**config.mk**
```make
export PLATFORM = sky130hd
export DESIGN_NAME = dmem_arbiter
export DESIGN_NICKNAME = d
export VERILOG_FILES = /design/src/rtl/dmem_arb_pkg.sv /design/src/rtl/dmem_arb_pick.sv /design/src/rtl/dmem_arbiter.sv
export SDC_FILE = /design/constraint.sdc
export NUM_CORES = 1
export LEC_CHECK = 0
export ABC_AREA = 1
export CAP_MARGIN = 20
export CORE_MARGIN = 4
export CORE_UTILIZATION = 30
export CTS_CLUSTER_DIAMETER = 200
export CTS_CLUSTER_SIZE = 8
export DETAILED_ROUTE_END_ITERATION = 8
export PLACE_DENSITY = 0.55
export SYNTH_ARGS = -nofsm -noshare
export SYNTH_HDL_FRONTEND = slang
export SYNTH_SLANG_ARGS = --single-unit
```
**constraint.sdc**
```tcl
create_clock -name clk -period 2.3 [get_ports clk]
set_clock_uncertainty 0.1 [all_clocks]
set_input_delay 0.345 -clock clk [delete_from_list [all_inputs] [get_ports clk]]
set_output_delay 0.345 -clock clk [all_outputs]
set_load 0.1 [all_outputs]
```
**src/rtl/dmem_arb_pkg.sv**
```systemverilog
// dmem_arb_pkg: shared state encoding and owner constants for the data-memory arbiter.
package dmem_arb_pkg;
    typedef enum logic [1:0] {IDLE, ISSUE, WAIT} state_t;
    localparam logic OWNER_A = 1'b0;
    localparam logic OWNER_B = 1'b1;
endpackage

```
**src/rtl/dmem_arb_pick.sv**
```systemverilog
// dmem_arb_pick: combinational two-way picker.
// Round-robin on last_owner when DMEM_ARB_RR_EN is defined, fixed A-over-B priority otherwise.
module dmem_arb_pick
    import dmem_arb_pkg::*;
(
    input  logic a_req,
    input  logic b_req,
    input  logic last_owner,
    output logic valid,
    output logic owner
);
    assign valid = a_req | b_req;
`ifdef DMEM_ARB_RR_EN
    assign owner = (a_req & b_req) ? ~last_owner : (b_req ? OWNER_B : OWNER_A);
`else
    logic w_unused;
    assign w_unused = last_owner;
    assign owner = a_req ? OWNER_A : OWNER_B;
`endif
endmodule

```
**src/rtl/dmem_arbiter.sv**
```systemverilog
// dmem_arbiter: serialises two requesters onto a single-port data memory and routes read data back.
// Define DMEM_ARB_RR_EN for round-robin arbitration; fixed A-over-B priority otherwise.
module dmem_arbiter
    import dmem_arb_pkg::*;
#(
    parameter int MEM_WIDTH    = 32,
    parameter int MEM_SIZE     = 256,
    parameter int READ_LATENCY = 1,
    localparam int AW          = $clog2(MEM_SIZE)
)(
    input  logic                 clk,
    input  logic                 rst,
    input  logic                 a_req,
    input  logic                 a_we,
    input  logic [AW-1:0]        a_addr,
    input  logic [MEM_WIDTH-1:0] a_wdata,
    output logic                 a_gnt,
    output logic                 a_rvalid,
    output logic [MEM_WIDTH-1:0] a_rdata,
    input  logic                 b_req,
    input  logic                 b_we,
    input  logic [AW-1:0]        b_addr,
    input  logic [MEM_WIDTH-1:0] b_wdata,
    output logic                 b_gnt,
    output logic                 b_rvalid,
    output logic [MEM_WIDTH-1:0] b_rdata,
    output logic [AW-1:0]        mem_addr,
    output logic                 mem_read_en,
    output logic                 mem_write_en,
    output logic [MEM_WIDTH-1:0] mem_write_val,
    input  logic [MEM_WIDTH-1:0] mem_read_val
);
    localparam int CW = (READ_LATENCY > 1) ? $clog2(READ_LATENCY) : 1;

    if (READ_LATENCY < 1) begin : g_bad_latency
        $error("dmem_arbiter: READ_LATENCY must be >= 1");
    end

    state_t               r_state, w_state;
    logic [CW-1:0]        r_cnt;
    logic                 r_owner, r_we;
    logic [AW-1:0]        r_addr;
    logic [MEM_WIDTH-1:0] r_wdata, r_a_rdata, r_b_rdata;
    logic                 w_pick_valid, w_pick_owner, w_last, w_issue, w_done;

`ifdef DMEM_ARB_RR_EN
    logic r_last;
    // Out of reset B counts as last granted, so A is favoured first
    always_ff @(posedge clk) begin
        if (rst) r_last <= OWNER_B;
        else if (w_issue) r_last <= r_owner;
    end
    assign w_last = r_last;
`else
    assign w_last = OWNER_A;
`endif

    dmem_arb_pick u_pick (
        .a_req      (a_req),
        .b_req      (b_req),
        .last_owner (w_last),
        .valid      (w_pick_valid),
        .owner      (w_pick_owner)
    );

    always_comb begin
        w_issue       = r_state == ISSUE;
        w_done        = r_state == WAIT && r_cnt == '0;
        w_state       = r_state == IDLE ? (w_pick_valid ? ISSUE : IDLE)
                      : w_issue ? (r_we ? IDLE : WAIT)
                      : (r_state == WAIT && !w_done) ? WAIT : IDLE;
        a_gnt         = w_issue && r_owner == OWNER_A;
        b_gnt         = w_issue && r_owner == OWNER_B;
        a_rvalid      = w_done && r_owner == OWNER_A;
        b_rvalid      = w_done && r_owner == OWNER_B;
        a_rdata       = a_rvalid ? mem_read_val : r_a_rdata;
        b_rdata       = b_rvalid ? mem_read_val : r_b_rdata;
        mem_addr      = r_state == IDLE ? '0 : r_addr;
        mem_read_en   = w_issue && !r_we;
        mem_write_en  = w_issue && r_we;
        mem_write_val = mem_write_en ? r_wdata : '0;
    end

    always_ff @(posedge clk) begin
        if (rst) begin
            r_state   <= IDLE;
            r_cnt     <= '0;
            r_owner   <= OWNER_A;
            r_we      <= 1'b0;
            r_addr    <= '0;
            r_wdata   <= '0;
            r_a_rdata <= '0;
            r_b_rdata <= '0;
        end else begin
            r_state <= w_state;
            if (r_state == IDLE && w_pick_valid) begin
                r_owner <= w_pick_owner;
                r_we    <= w_pick_owner == OWNER_B ? b_we : a_we;
                r_addr  <= w_pick_owner == OWNER_B ? b_addr : a_addr;
                r_wdata <= w_pick_owner == OWNER_B ? b_wdata : a_wdata;
            end
            if (w_issue) r_cnt <= CW'(READ_LATENCY - 1);
            else if (r_state == WAIT) r_cnt <= r_cnt - CW'(1);
            if (a_rvalid) r_a_rdata <= mem_read_val;
            if (b_rvalid) r_b_rdata <= mem_read_val;
        end
    end
endmodule

```
Word level (Yosys, flattened, before mapping):

Index checks and enable logic that the tools add are counted.

* eq/ne operators: 2
* multiplexer cells: 13
* order comparisons: 0
* $add $sub $neg: 1
* reductions and logical operators: 13
* bitwise logic cells: 3
* multiply operators: 0
* shift operators: 0
* div/mod/pow operators: 0

Operator list (count)
* $mux W32: 4
* $mux W8: 2
* $logic_and A1 B1 Y1: 9
* $mux W2: 4
* $mux W1: 3
* $eq A2 B1 Y1 const B: 1
* $eq A2 B2 Y1 const B: 1
* $logic_not A1 Y1: 2
* $logic_not A2 Y1: 1
* $not A1 Y1: 2
* $reduce_or A2 Y1: 1
* $or A1 B1 Y1: 1
* $sub A1 B1 Y1 const B: 1

* memories: 0
* bits in latches: 0
* output and inout bits: 110
* flip-flop bits (word level): 109
* RAM bits: 0
* input bits: 118
* bits in read-only memories: 0
* logic and storage cells: 40

Longest topological paths before layout:

Gate-level depths: netlist of the first run.

* depth in word-level cells: 7
* depth in mapped cells: 7
* mapped depth without buffers: 6

Modules after synthesis:

A second synthesis of the first run with hierarchy kept.

* cell total of the unflattened synthesis: 942
* area total of the unflattened synthesis: 5758.0 µm²

By module, submodules not included
* dmem_arbiter: cells each 939, area each 5744.3 µm², seq. area each 2182.1 µm², instances 1
* dmem_arb_pick: cells each 3, area each 13.8 µm², seq. area each 0.0 µm², instances 1

Least setup slack after synthesis of the first run:

No wires, ideal clock.

* kind: register to output
* start point: reg r_state[0]
* end point: out mem_write_val[10]
* required time: 1.855 ns
* cell stages (with the launch flop): 6
* path buffers: 1
* slack: -1.122 ns
* arrival: 2.977 ns
* path through: dfxtp_1 > nand2_1 > nor2_2 > inv_2 > buf_2 > nor2_1

* longest elaborated chain between the ends: 3

Ends and longest elaborated chain
* from (decl): RTL line dmem_arbiter.sv:39 `state_t r_state, w_state;`
* from (signal assigned): RTL line dmem_arbiter.sv:95 `r_state <= w_state;`
* $eq A2 B1 Y1: RTL line dmem_arbiter.sv:67 `w_issue = r_state == ISSUE;`
* $logic_and A1 B1 Y1: RTL line dmem_arbiter.sv:80 `mem_write_en = w_issue && r_we;`
* net mem_write_en: RTL line dmem_arbiter.sv:29 `output logic mem_write_en,`
* $mux W32: RTL line dmem_arbiter.sv:81 `mem_write_val = mem_write_en ? r_wdata : '0;`
* to (decl): RTL line dmem_arbiter.sv:30 `output logic [MEM_WIDTH-1:0] mem_write_val,`

The timed path passes the listed nets, and every way through them passes these cells.

Worst setup path after layout of the first run:

* start point: reg r_state[1]
* end point: out b_rdata[24]

* longest elaborated chain between the ends: 4

Ends and longest elaborated chain
* $eq A2 B2 Y1: RTL line dmem_arbiter.sv:68 `w_done = r_state == WAIT && r_cnt == '0;`
* $logic_and A1 B1 Y1: RTL line dmem_arbiter.sv:68
* $logic_and A1 B1 Y1: RTL line dmem_arbiter.sv:75 `b_rvalid = w_done && r_owner == OWNER_B;`
* $mux W32
* to (decl): RTL line dmem_arbiter.sv:26 `output logic [MEM_WIDTH-1:0] b_rdata,`

Every way passes these cells.

==> results of run 1 <==
[worst max-delay path: cells and delay by family, from the launching register on]
kind,cells,cell delay (ps)
simple gates,3,310
buf+inv,6,780
flops,1,340
[cell families after synthesis]
kind of cell,count (synthesis),synth area share
compound gates,4,0.00409
buf+inv,269,0.198
flops,109,0.376
simple gates,598,0.422
[metrics by stage]
| step | std cells | instance area (sq um) |
|---|---|---|
| global route | 1455 | 10100 |
| finish | 1455 | 10100 |
| floorplan | 980 | 6100 |
| CTS | 1444 | 9910 |
| detailed placement | 1422 | 9500 |
| global placement | 1422 | 9500 |
[sequential cells by signal, indices dropped and copies added, names as in the netlist]
| register | count |
|---|---|
| r_b_rdata | 32 |
| r_wdata | 32 |
| r_a_rdata | 32 |
| r_cnt | 1 |
| r_state | 2 |
| r_addr | 8 |
| r_owner | 1 |
| r_we | 1 |
[routing by layer]
layer	global-route usage	vias to the layer above	part of all wire
li1	-	3265	-
met4	0.0648	0	0.022
met2	0.285	169	0.47
met3	0.0457	23	0.068
met1	0.223	2728	0.44
met5	0	-	0
[synthesized netlist by cell type, drive strengths merged]
cell	count
nand4	64
clkinv	1
inv	209
buf	40
o21ai	1
a21oi	3
clkbuf	19
nand3	2
nor2	194
nand2	338
dfxtp	109
[repair_timing]
action | 4_1_cts | 5_1_grt
pin swaps | 3 | 9
endpoints found under the hold margin | 0 | 0
endpoints found under the setup margin | 98 | 62
resized for setup | 8 | 15
cloned | 2 | 4
buffers inserted | 4 | 6
[where the power goes]
group | switching, mW | total (mW) | internal, mW
Combinational | 1.51 | 2.33 | 0.817
Sequential | 0.0411 | 2.06 | 2.02
Clock | 0.787 | 1.65 | 0.864
Total | 2.34 | 6.04 | 3.70
[area by class of cell]
cell class	count	area share
diodes	1	0.000249
inverters	210	0.0795
repair buffers	253	0.361
multi-input cells	606	0.278
well taps	260	0.0323
clock inverters	7	0.00833
flip-flops and latches	109	0.217
clock buffers	9	0.0224
[final timing paths]
| check | start | end | slack, ps | cells after the start |
|---|---|---|---|---|
| max reg2reg | r_state[0] | r_addr[4] | 790 | 7 |
| max | r_state[1] | b_rdata[24] | 70 | 9 |
| min | r_a_rdata[20] | r_a_rdata[20] | 420 | 4 |
| min reg2reg | r_a_rdata[20] | r_a_rdata[20] | 420 | 4 |
==> impl_metrics.yaml, run 1 <==
yosys:
  syn_inst: 980
  synth_top_area_cell: "dfxtp_1"
  ys_top_cells_by_area: "dfxtp_1, nand2_1, inv_1, nor2_1, nand4_1"
  ys_ff_latch: 109
  ys_types: 17
  synth_area_sq_mm: 0.00581
  seq_area_frac_synth: 0.376
  yosysWarnings: 0
  synth_area_per_cell_sq_um: 5.93
  syn_nets: 1098
  synth.top_cell.area_share: 0.376
floorplan:
  io_pins: 228
  dieWidth_um: 147
  start_util: 0.307
  die_y_um: 147
  num_rows: 50
  core-area_sq_mm: 0.0189
  die-area_sq_mm: 0.0217
timing:
  worst_hold_slack_ps: 421
  rsz0062_at_grt: "yes"
  hold_violations: 0
  post-route-period-util: 0.970
  fin_crit_ps: 2230
  timing.fmax_ghz: 0.448
  tightest_slew_ps: 726
  setup_ws_ps: 70.0
  setup_tns_ps: 0
  setup_viol: 0
  drv_slew: 0
  relSlewSlack: 0.516
route:
  totalWireLength_um: 19900
  postRouteAntennaNets: 0
  drt_pass1_iterations: 4
  route.vias.total: 6185
  drc: 0
  viasPerCell: 4.25
  routedWlPerCell_um: 13.7
  drtIter0Drc: 341
final_layout:
  seqCellArea_sq_mm: 0.00219
  final_common_cell: "nand2_1"
  utilization: 0.533
  drive_gt1_frac: 0.178
  layout_common_cells: "nand2_1, inv_1, nor2_1"
  fillers: 1889
  layout.nets: 1307
  multiInputGateArea_sq_mm: 0.00280
  synthToLayoutAreaGrowth_pct: 73.4
worst_setup_path:
  path_max_fanout: 25
  crit_type: "flip-flop to output port"
  cpPeakStageDelay_ps: 340
  required_ps: 1860
  cp_common_cell: "buf_12"
  cp.arrival_ps: 1790
  cp-start-kind: "flip-flop"
  crit_chain: "inv_2 > nor2_4 > buf_12 > buf_12 > clkbuf_16 > nand4_1 > nand2_1 > inv_1 > buf_12"
  cpMaxStageDelayCell: "dfxtp_2"
  crit_path_end_kind: "output port"
flow_run:
  cap_violations: 0
placement:
  port_buffers: 227
  pre_cts_ws_ps: 260
  gp_congestion: 0.802
  hpwl_um: 13800
grt:
  antenna_found_initial: 1
  grt_max_degree: 67
  grt_overflow: 0
  grt_pass1_vias: 5573
  grt_usage: 0.175
  grt_pass1_wl_um: 30300
cts:
  tritoncts: "yes"
  clock_sinks: 109
  clkTransAtPathRegs_ps: 80
  cts_buffer_depth: 2
  cts_root_buffer: "clkbuf_16"
  cts_inserted_buffers: 9
  holdBufCountCts: 0
  ctsHtreeMaxLevel: 3
  worstSkewPairLatency_ps: 350
power_and_ir_drop:
  total_power_mw: 6.04
  p_leak_nw: 5.08
  p_per_area_mw_per_mm2: 600
  irDropWorstVdd_mv: 0.363
run_status:
  status: "completed"
worst_hold_path:
  hold_path_class: "flip-flop to flip-flop"
Note: power is estimated with default switching activity, not from simulation.
==> inputs of run 2 (changes only) <==
PLACE_DENSITY = default   (was 0.55)
==> impl_metrics.yaml, run 2 (synthesis results as in run 1) <==
power_and_ir_drop:
  p_leak_nw: 5.08
  irDropWorstVdd_mv: 0.412
  power_frac_seq: 0.340
  combPwrFrac: 0.380
  p_per_area_mw_per_mm2: 605
  p_clk_frac: 0.279
  swShare: 0.374
  power.switching_mw: 2.27
  p_int_mw: 3.80
floorplan:
  num_rows: 50
  core-area_sq_mm: 0.0189
  die_y_um: 147
  dieWidth_um: 147
  io_pins: 228
  die-area_sq_mm: 0.0217
  start_util: 0.307
placement:
  port_buffers: 227
  gp_congestion: 0.802
  hpwl_um: 13300
  dp.cells: 1421
worst_hold_path:
  worstHoldStart: "rst"
  hold_path_class: "input port to flip-flop"
worst_setup_path:
  rr_startpoint: "r_owner"
  required_ps: 1860
  startpoint: "r_owner"
  cp-start-kind: "flip-flop"
  path_max_fanout: 26
  cp.arrival_ps: 1780
  crit_type: "flip-flop to output port"
  crit_path_end_kind: "output port"
final_layout:
  drive_gt1_frac: 0.167
  fillers: 1868
  final_common_cell: "nand2_1"
  synthToLayoutAreaGrowth_pct: 72.6
  seqCellArea_sq_mm: 0.00219
  multiInputGateArea_sq_mm: 0.00282
  reg_top3: "r_a_rdata: 32 flops, r_b_rdata: 32 flops, r_wdata: 32 flops"
  finalNonFillerCells: 1450
  layout_common_cells: "nand2_1, inv_1, nor2_1"
  layout.nets: 1303
cts:
  tritoncts: "yes"
  cts_inserted_buffers: 9
  worstSkewPairLatency_ps: 350
  ctsHtreeMaxLevel: 3
  clkTransAtPathRegs_ps: 70
  clock_sinks: 109
  cts_buffer_depth: 2
  cts_root_buffer: "clkbuf_16"
route:
  routedWlPerCell_um: 13.6
  route.vias.total: 6195
  drt_pass1_iterations: 5
  drc: 0
  viasPerCell: 4.27
  totalWireLength_um: 19800
  postRouteAntennaNets: 0
  drtIter0Drc: 272
grt:
  top_usage_layer: "met2"
  grt_usage: 0.174
  grt_pass1_vias: 5654
  grt_use_met1: 0.217
  grt_use_met3: 0.0466
  grt_overflow: 0
  antenna_found_initial: 1
  use_met2: 0.297
  grt_pass1_wl_um: 30200
  grt_max_degree: 67
timing:
  hold_violations: 0
  post-route-period-util: 0.966
  fin_crit_ps: 2220
  drv_slew: 0
  tightest_slew_ps: 775
  relSlewSlack: 0.483
  timing.fmax_ghz: 0.450
  worst_hold_slack_ps: 304
  setup_viol: 0
run_status:
  status: "completed"
flow_run:
  cap_violations: 0
run 2: through the flow:
step,cell area [sq um],power [mW],utilization,setup WS (ps),setup TNS [ps]
floorplan,6100,3.55,-,-28.0,-152
global placement,9480,4.36,0.502,266,0
detailed placement,9480,4.37,0.502,251,0
CTS,9860,6.10,0.522,8.49,0
global route,10000,6.36,0.530,-20.1,-69.1
finish,10000,6.07,0.530,78.5,0
run 2: worst max-delay path, stage by stage, from the launching register on:
cell,delay [ps]
dfxtp_2,410
inv_4,230
buf_8,250
nand4_1,160
nand2_1,120
inv_1,70
buf_12,160
run 2: worst paths after layout:
kind	endpoint	slack (ps)	cells after the start
min	r_addr[4]	300	4
max reg2reg	r_a_rdata[7]	830	5
max	a_rdata[7]	80	6
min reg2reg	r_addr[7]	420	4
run 2: layout make-up:
class                   count  area share
diodes                      1    0.000250
well taps                 260      0.0325
clock inverters             4     0.00724
repair buffers            248       0.357
multi-input cells         607       0.281
clock buffers              11      0.0242
flip-flops and latches    109       0.218
inverters                 210      0.0797
run 2: power groups by stage:
stage	clock [mW]	sequential [mW]	combinational (mW)
2_1_floorplan	0	2.09	1.46
3_3_place_gp	0	2.10	2.26
3_5_place_dp	0	2.10	2.27
4_1_cts	1.75	2.06	2.29
5_1_grt	1.82	2.08	2.46
6_report	1.69	2.06	2.31
run 2: per-layer routing:
layer  routed length [um]  vias to the layer above
met5                    0                        -
met1                 8580                     2757
met4                  339                        0
li1                     -                     3258
met2                 9490                      162
met3                 1370                       18
run 2: repair_timing:
item | in CTS | in global routing
cloned | 2 | 4
endpoints found under the hold margin | 0 | 0
gates resized for setup | 7 | 15
hold buffers | 0 | 0
setup endpoints to repair | 97 | 64
setup buffers | 2 | 5
pin swaps | 3 | 0
